$ cat config.mk
export PLATFORM = sky130hd
export DESIGN_NAME = zbus_source_flat
export DESIGN_NICKNAME = d
export VERILOG_FILES = /design/src/rtl/zbus_if.sv /design/src/rtl/zbus_source.sv /design/src/flat_wrapper.sv
export SDC_FILE = /design/constraint.sdc
export NUM_CORES = 1
export LEC_CHECK = 0
export ABC_AREA = 1
export CAP_MARGIN = 5
export CORE_MARGIN = 2
export CORE_UTILIZATION = 55
export CTS_BUF_LIST = sky130_fd_sc_hd__clkbuf_8 sky130_fd_sc_hd__clkbuf_16
export CTS_CLUSTER_DIAMETER = 120
export DETAILED_ROUTE_END_ITERATION = 6
export DONT_BUFFER_PORTS = 1
export PLACE_DENSITY = 0.7
export SLEW_MARGIN = 10
export SYNTH_ARGS = -nofsm -noshare
export SYNTH_HDL_FRONTEND = slang
export SYNTH_SLANG_ARGS = --single-unit
$ cat constraint.sdc
create_clock -name z_clk -period 5.41 [get_ports z_clk]
set_input_delay 0.2705 -clock z_clk [delete_from_list [all_inputs] [get_ports z_clk]]
set_output_delay 0.2705 -clock z_clk [all_outputs]
set_load 0.005 [all_outputs]
$ cat src/rtl/zbus_if.sv
// Source-to-sink transfer bus: valid, payload and acknowledge.
interface zbus_if #(
    parameter int unsigned BW = 8
) ();
    logic          z_vld;
    logic [BW-1:0] z_bus;
    logic          z_ack;

    modport master (output z_vld, output z_bus, input z_ack);
    modport slave  (input z_vld, input z_bus, output z_ack);
endinterface

$ cat src/rtl/zbus_source.sv
// Queued bus source: buffers loaded words and presents them one at a time on
// a valid/ack bus, with a programmable number of idle cycles after each transfer.
module zbus_source #(
    parameter int unsigned BW    = 8,
    parameter logic        XZ    = 1'bx,
    parameter int unsigned DEPTH = 4,
    parameter int unsigned CW    = 16
) (
    input  logic          z_clk,
    input  logic          z_rst,
    input  logic          ld_vld,
    input  logic [BW-1:0] ld_dat,
    output logic          ld_rdy,
    input  logic [7:0]    idle,
    output logic [CW-1:0] cnt,
    output logic          empty,
    zbus_if.master        zb
);
    localparam int unsigned AW = (DEPTH > 1) ? $clog2(DEPTH) : 1;
    localparam int unsigned OW = AW + 1;

    typedef enum logic [1:0] {S_IDLE, S_SEND, S_GAP} state_t;

    state_t        r_state;
    logic [BW-1:0] r_mem [DEPTH];
    logic [AW-1:0] r_wr_ptr;
    logic [AW-1:0] r_rd_ptr;
    logic [OW-1:0] r_occ;
    logic [7:0]    r_gap;
    logic [CW-1:0] r_cnt;
    logic          r_vld;
    logic [BW-1:0] r_bus;
    logic          r_empty;
    logic          r_ld_rdy;

    logic          w_push;
    logic          w_trn;
    logic [OW-1:0] w_occ_nxt;
    logic [OW-1:0] w_occ_left;
    logic [AW-1:0] w_rd_nxt;
    logic [BW-1:0] w_head_nxt;
    logic          w_has;
    logic [BW-1:0] w_fill;

    // Post-edge queue view; the head bypasses from ld_dat when the load lands in an empty slot
    always_comb begin
        w_push     = z_rst & ld_vld & r_ld_rdy;
        w_trn      = r_vld & zb.z_ack;
        w_occ_left = r_occ - OW'(w_trn);
        w_occ_nxt  = w_occ_left + OW'(w_push);
        w_rd_nxt   = r_rd_ptr + AW'(w_trn);
        w_head_nxt = (w_occ_left == '0) ? ld_dat : r_mem[w_rd_nxt];
        w_has      = (w_occ_nxt != '0);
        w_fill     = {BW{XZ}};
    end

    always_ff @(posedge z_clk) begin
        if (w_push) begin
            r_mem[r_wr_ptr] <= ld_dat;
        end
    end

    always_ff @(posedge z_clk) begin
        if (!z_rst) begin
            r_state  <= S_IDLE;
            r_wr_ptr <= '0;
            r_rd_ptr <= '0;
            r_occ    <= '0;
            r_gap    <= '0;
            r_cnt    <= '0;
            r_vld    <= 1'b0;
            r_bus    <= w_fill;
            r_empty  <= 1'b1;
            r_ld_rdy <= 1'b1;
        end else begin
            r_occ    <= w_occ_nxt;
            r_rd_ptr <= w_rd_nxt;
            r_empty  <= !w_has;
            r_ld_rdy <= (w_occ_nxt != OW'(DEPTH));
            if (w_push) begin
                r_wr_ptr <= r_wr_ptr + AW'(1);
            end
            if (w_trn) begin
                r_cnt <= r_cnt + CW'(1);
            end

            case (r_state)
                S_IDLE: begin
                    if (w_has) begin
                        r_state <= S_SEND;
                        r_vld   <= 1'b1;
                        r_bus   <= w_head_nxt;
                    end
                end
                S_SEND: begin
                    // Word is held until acknowledged; idle is latched only at the transfer
                    if (w_trn) begin
                        r_gap <= idle;
                        if (idle != 8'd0) begin
                            r_state <= S_GAP;
                            r_vld   <= 1'b0;
                            r_bus   <= w_fill;
                        end else if (w_has) begin
                            r_bus <= w_head_nxt;
                        end else begin
                            r_state <= S_IDLE;
                            r_vld   <= 1'b0;
                            r_bus   <= w_fill;
                        end
                    end
                end
                S_GAP: begin
                    r_gap <= r_gap - 8'd1;
                    if (r_gap <= 8'd1) begin
                        if (w_has) begin
                            r_state <= S_SEND;
                            r_vld   <= 1'b1;
                            r_bus   <= w_head_nxt;
                        end else begin
                            r_state <= S_IDLE;
                        end
                    end
                end
                default: begin
                    r_state <= S_IDLE;
                    r_vld   <= 1'b0;
                    r_bus   <= w_fill;
                end
            endcase
        end
    end

    assign zb.z_vld = r_vld;
    assign zb.z_bus = r_bus;
    assign ld_rdy   = r_ld_rdy;
    assign cnt      = r_cnt;
    assign empty    = r_empty;
endmodule
$ cat src/flat_wrapper.sv
// flat-port wrapper written by rule: the top's interface ports become plain ports
module zbus_source_flat 
#(
    parameter int unsigned BW    = 8,
    parameter logic        XZ    = 1'bx,
    parameter int unsigned DEPTH = 4,
    parameter int unsigned CW    = 16
)
  (z_clk, z_rst, ld_vld, ld_dat, ld_rdy, idle, cnt, empty, zb_z_vld, zb_z_bus, zb_z_ack);
  zbus_if #(.BW(BW)) zb_i ();
  input  logic z_clk;
  input  logic z_rst;
  input  logic ld_vld;
  input  logic [BW-1:0] ld_dat;
  output logic ld_rdy;
  input  logic [7:0] idle;
  output logic [CW-1:0] cnt;
  output logic empty;
  output wire logic [$bits(zb_i.z_vld)-1:0] zb_z_vld;
  output wire logic [$bits(zb_i.z_bus)-1:0] zb_z_bus;
  input wire logic [$bits(zb_i.z_ack)-1:0] zb_z_ack;
  assign zb_z_vld = zb_i.z_vld;
  assign zb_z_bus = zb_i.z_bus;
  assign zb_i.z_ack = zb_z_ack;
  zbus_source #(.BW(BW), .XZ(XZ), .DEPTH(DEPTH), .CW(CW)) u_core (.z_clk(z_clk), .z_rst(z_rst), .ld_vld(ld_vld), .ld_dat(ld_dat), .ld_rdy(ld_rdy), .idle(idle), .cnt(cnt), .empty(empty), .zb(zb_i));
endmodule
**After elaboration in Yosys (flattened, before gate mapping)**

Memory sizes are Yosys's and may differ from the RTL's.
Cells that the tools add are included.

- Flip-flop bits (word level): 44
- Bits in latches: 0
- Bits in writable memories: 32
- ROM bits: 0
- Input bits: 20
- Output and inout port bits: 27
- Memories: 1

Memory list:

| memory | depth | width | read ports | clocked after memory_dff | wr ports | line | RTL |
|---|---|---|---|---|---|---|---|
| u_core.r_mem | 4 | 8 | 1 | 0 | 1 | zbus_source.sv:25 | `logic [BW-1:0] r_mem [DEPTH];` |

- $add $sub $neg: 6
- Multipliers: 0
- Div/mod/pow operators: 0
- $lt $le $gt $ge: 1
- Equality and inequality tests: 9
- Shifts and indexed selects: 0
- Mux-type cells: 25
- Bitwise gates (word level): 3
- Reductions and logical operators: 10

Operators by type and width:

| operator | count |
|---|---|
| $mux W8 | 8 |
| $pmux W8 S3 | 1 |
| $add A16 B1 Y16 const B | 1 |
| $pmux W8 S2 | 1 |
| $mux W2 | 5 |
| $le A8 B1 Y1 const B | 1 |
| $mux W1 | 8 |
| $reduce_bool A8 Y1 | 1 |
| $sub A8 B1 Y8 const B | 1 |
| $ne A2 B1 Y1 const B | 3 |
| $ne A3 B2 Y1 const B | 2 |
| $ne A3 B3 Y1 const B | 2 |
| $pmux W2 S3 | 1 |
| $reduce_and A2 Y1 | 2 |
| $reduce_and A4 Y1 | 1 |
| $add A3 B1 Y3 | 1 |
| $and A1 B1 Y1 | 3 |
| $logic_not A3 Y1 | 1 |
| $pmux W1 S3 | 1 |
| $reduce_and A3 Y1 | 1 |
| $reduce_bool A3 Y1 | 1 |
| $sub A3 B1 Y3 | 1 |
| $add A2 B1 Y2 | 1 |
| $add A2 B1 Y2 const B | 1 |
| other kinds (5) | 5 |

**Logic depth before layout (Yosys ltp)**

- Word-level depth: 9
- Mapped depth: 14
- Gate-level depth less buffers: 13

**Least setup slack after synthesis**

No wires, ideal clock.

- Kind: register -> register
- From: reg u_core.r_vld, in the netlist u_core.zb.z_vld
- To: reg u_core.r_bus[0], in the netlist u_core.zb.z_bus[0] (enable)
- Data arrival time: 1744 ps
- Required time: 5126 ps
- Path slack: 3382 ps
- Cell stages (with the launch flop): 10
- Period minus slack after synthesis: 2028 ps
- Cell sequence: dfxtp_1 -> nand2_1 -> buf_6 -> nor2_1 -> ha_1 -> inv_1 -> ha_1 -> nor2_1 -> nand3_1 -> o22a_1

- Word-level cells in the longest chain between the ends: 3

RTL lines:

| element | line | RTL |
|---|---|---|
| from (decl) | zbus_source.sv:31 | `logic r_vld;` |
| from (signal assigned) | zbus_source.sv:71 | `r_vld <= 1'b0;` |
| from (signal assigned) | zbus_source.sv:91 | `r_vld <= 1'b1;` |
| from (signal assigned) | zbus_source.sv:101 | `r_vld <= 1'b0;` |
| $and A1 B1 Y1 | zbus_source.sv:48 | `w_trn = r_vld & zb.z_ack;` |
| $ne A3 B2 Y1 (no line) | n/a |  |
| $reduce_and A2 Y1 (no line) | n/a |  |
| to (signal assigned) | zbus_source.sv:72 | `r_bus <= w_fill;` |
| to (signal assigned) | zbus_source.sv:92 | `r_bus <= w_head_nxt;` |
| to (signal assigned) | zbus_source.sv:102 | `r_bus <= w_fill;` |
| to (decl) | zbus_source.sv:32 | `logic [BW-1:0] r_bus;` |

Every way passes these cells.
A chain may end at the register's enable or synchronous reset.

**Worst setup path after layout**

- From: reg u_core.r_vld, in the netlist u_core.zb.z_vld
- To: reg u_core.r_bus[0], in the netlist u_core.zb.z_bus[0] (data pin)

- Word-level cells in the longest chain between the ends: 9
- Elaborated cells on any way between the ends: 15
- Those cells by class: add/sub: 3; mux: 8; bitwise: 1; reduce/logical: 2; memory: 1

RTL lines:

| element | line | RTL |
|---|---|---|
| $and A1 B1 Y1 (*) | zbus_source.sv:48 |  |
| $add A2 B1 Y2 (*) | zbus_source.sv:51 | `w_rd_nxt = r_rd_ptr + AW'(w_trn);` |
| via u_core.w_rd_nxt[0] | zbus_source.sv:40 | `logic [AW-1:0] w_rd_nxt;` |
| $mem_v2 Z4 W8 (*) | n/a |  |
| $mux W8 (*) | zbus_source.sv:52 | `w_head_nxt = (w_occ_left == '0) ? ld_dat : r_mem[w_rd_nxt];` |
| via u_core.w_head_nxt[0] | zbus_source.sv:41 | `logic [BW-1:0] w_head_nxt;` |
| $mux W8 | zbus_source.sv:89, zbus_source.sv:103, zbus_source.sv:115 |  |
| $mux W8 | zbus_source.sv:99 | `if (idle != 8'd0) begin` |
| $mux W8 | zbus_source.sv:97 | `if (w_trn) begin` |
| $pmux W8 S3 (*) | zbus_source.sv:87 | `case (r_state)` |
| $mux W8 (*) | zbus_source.sv:64 | `if (!z_rst) begin` |
| to (signal assigned) | zbus_source.sv:92 |  |
| to (signal assigned) | zbus_source.sv:102 |  |
| to (signal assigned) | zbus_source.sv:104 | `r_bus <= w_head_nxt;` |

The timed path passes the listed nets; every way through them passes the cells marked *. The select of a mux whose other input is x is not followed.

==> results by group <==
Outcome
  – Status: completed

Logic synthesis
  – Post-synthesis compound-gate area fraction: a little under an eighth
  – Commonest cells in the synthesized netlist: nand2_1 (62), nor2_1 (56), inv_1 (45)
  – Synthesized area: about 3500 sq um
  – Number of synthesized flops with an enable pin: 40
  – Count leader, synth: nand2_1
  – Area leader, netlist: edfxtp_1
  – Mapped Cells: 380
  – Ys async rst share: 0%
  – Distinct cell type count after synthesis: 36
  – Largest family of logic cells by synthesized area: simple AND/OR/NAND/NOR gates
  – Most used DFF post-synth: edfxtp_1
  – Yosys Warn Count: 0
  – Syn Area/Cell: approximately 9.3 sq um
  – Post-Synth Adder-Cell Area: slightly below 4%
  – Syn Nets: slightly above 400
  – FF+latch count, synth: 76
  – Post-Synth XOR/XNOR Area: between 1 and 1.5%
  – Top cells by area, synth: edfxtp_1 (34%), dfxtp_1 (20%), nand2_1 (6.6%)
  – Post-synthesis mux area share: around 2.3%
  – Post-synth top area share: 34.1%
  – Simple-gate portion of the synthesized area: roughly a fifth
  – Seq/Total Area, Yosys: roughly 55%

Critical path
  – Crit-path max FO: 18
  – CP arrival: 2.96 ns
  – Startpoint Class: flop
  – Reg2reg path depth: 8
  – Worst reg2reg setup slack: between 2 and 3 ns
  – CP Data Required Time: between 5 and 6 ns
  – Crit. Startpoint: u_core.zb.z_vld
  – CP Class: reg2reg
  – RR Startpoint: u_core.zb.z_vld
  – FF-to-FF End: u_core.zb.z_bus[0]
  – Critical Path End: u_core.zb.z_bus[0]
  – Crit. End Element: flop

Layout
  – Final Instance Area: a little under 4000 sq um
  – Diodes inserted: 0
  – Area Overhead vs Synth: 9.74%
  – Final net count: roughly 420
  – Share of layout cells above drive strength 1: between 9 and 10%

STA
  – Max_slew headroom: 41.8%
  – Layout Skew: roughly 0.010 ns
  – Actual slew at the worst max-slew pin: just under 0.9 ns
  – Setup Viol. Count Final: 0
  – F_max: 0.348 GHz
  – Final hold viol count: 0
  – Min Hold Slack: 0.0234 ns
  – Tcrit/Tclk final: 53.1%
  – Final min period: around 2.9 ns
  – Final Max Slew Viols: 0
  – RSZ-0062 raised after global routing: false
  – Setup WS post-layout: 2.54 ns
  – Final setup TNS: 0 ns

Global routing
  – Met3 track demand over resource: 6.43%
  – Met1 GRT Util: between 20 and 30%
  – Initial antenna violation count: 0
  – Met2 usage: 32.4%
  – Largest net degree at the start of global routing: 21
  – Gr ovfl total: 0
  – Most used routing layer: met2
  – Total GRT Usage: between 20% and 30%
  – Vias in the first global route: 2480
  – First-pass GRT wire length: between 10 and 15 mm

Floorplan
  – # IOs: 47
  – Chip Height: 84.0 um
  – Initial Util: roughly 56%
  – Die ar.: a little over 7000 sq um
  – Core box area: around 6300 sq um
  – Row count: 29
  – Width of the die: 84.0 um

Route
  – Via Count: 2538
  – DR DRC count: 0
  – DR WL/cell: 14.1 um
  – Post-Route WL: roughly 6.7 mm
  – DR pass1 iterations: 4
  – Final ANT Viol Nets: 0
  – Initial DRC count: 116
  – Vias per cell: 5.35

Clocking
  – TritonCTS clock tree: built
  – Worst-Skew Late Latency: around 0.35 ns
  – Largest buffer count on any clock path: 2
  – Htree depth: 3
  – Num CTS Buffers: 9
  – Worst-path clk slew: ~0.07 ns
  – Post-CTS sizing: 0
  – Post-CTS setup buffer count: 0
  – # clock sinks: between 70 and 80
  – Root Driver: clkbuf_8

Power and ir drop
  – Pleak: 1.51 nW
  – Total Power: ~1.8 mW
  – Peak supply drop: around 0.25 mV
  – Power Dens Cells: roughly 460 nW/um^2

Place
  – Post-place setup slack: 2.52 ns
  – Placed cell area: ~3600 sq um
  – GPL Wtd Cong: about 0.83
  – PortBufs: 0
  – Detailed placer's ending HPWL: about 4.5 mm

Flow run
  – # Max-Cap Violations: 0

Hold path
  – Hold Crit Class: in2reg
-- power by group --
part	switching (mW)	total [mW]	leakage, nW	internal, mW
Combinational	0.359	0.554	0.743	0.195
Sequential	0.0527	0.783	0.662	0.731
Clock	0.202	0.424	0.105	0.222
-- worst max-delay path, cell delays in order (launching register included) --
cell,delay [ns]
dfxtp_1,0.34
nand2_1,0.36
inv_2,0.13
ha_1,0.82
inv_1,0.31
or2_2,0.35
o211ai_1,0.10
o21a_1,0.15
a21oi_1,0.06
-- worst min-delay path by stage --
stage	slack (ns)	start	cells after the start	to
2_1_floorplan	0.37	ld_dat[0]	0	u_core.r_mem[0][0]
3_3_place_gp	0.37	ld_dat[6]	0	u_core.r_mem[3][6]
3_5_place_dp	0.37	ld_dat[2]	0	u_core.r_mem[3][2]
4_1_cts	0.001	ld_dat[1]	0	u_core.r_mem[1][1]
5_1_grt	0.0002	ld_dat[4]	0	u_core.r_mem[0][4]
6_report	0.02	ld_dat[2]	0	u_core.r_mem[1][2]
-- state kept, by name (all words and copies together), names as in the netlist --
| name | flops |
|---|---|
| u_core.ld_rdy | 1 |
| u_core.r_rd_ptr | 2 |
| u_core.r_state | 2 |
| u_core.r_wr_ptr | 2 |
| u_core.zb.z_vld | 1 |
| u_core.zb.z_bus | 8 |
| u_core.empty | 1 |
| u_core.r_gap | 8 |
| u_core.r_mem | 32 |
| u_core.cnt | 16 |
| u_core.r_occ | 3 |
-- timing repair --
item / 4_1_cts / 5_1_grt
hold endpoints to repair: 18 / 11
setup endpoints to repair: 0 / 0
hold buffers: 6 / 4
-- final cells by class --
class / count / area (sq um)
sequential: 76 / 1920
fill: 544 / 2410
clock inverter: 6 / 58.8
tap: 77 / 96.3
clock buffer: 10 / 138
inverter: 47 / 178
timing repair buffer: 10 / 100
multi-input combinational: 248 / 1370
-- layout by cell type, fill, tap and decap left out, types with 4 or more instances in the layout --
cell type       n
edfxtp_1       40
clkbuf_8       10
o211ai_1       10
inv_1          47
nor2_1         56
a21oi_1        25
nand2_1        62
nor3_1          7
o21ai_0        11
nand3_1        11
a31oi_1         4
or2_2           8
dlygate4sd3_1  10
mux2i_1         8
dfxtp_1        36
ha_1           11
o21a_1          9
-- kinds of logic (layout without fill, tap and decap cells) --
group,after synthesis,after routing
adder cells (fa/ha/maj),11,11
XOR/XNOR,5,5
AND/OR/NAND/NOR,158,158
buffers and inverters,56,73
flip-flops,76,76
AO/OA/AOI/OAI,66,66
multiplexers,8,8
-- per-layer routing --
metal	wire length (um)	part of all wire, %
met3	407	6.1
met5	0	0
met2	3110	46
met4	101	1.5
met1	3090	46
-- through the flow --
stage,util [%],instances
4_1_cts,60.9,470
3_3_place_gp,56.8,448
6_report,61.6,474
2_1_floorplan,-,380
5_1_grt,61.6,474
3_5_place_dp,56.8,448
No activity file was read; power rests on OpenSTA's default activity.
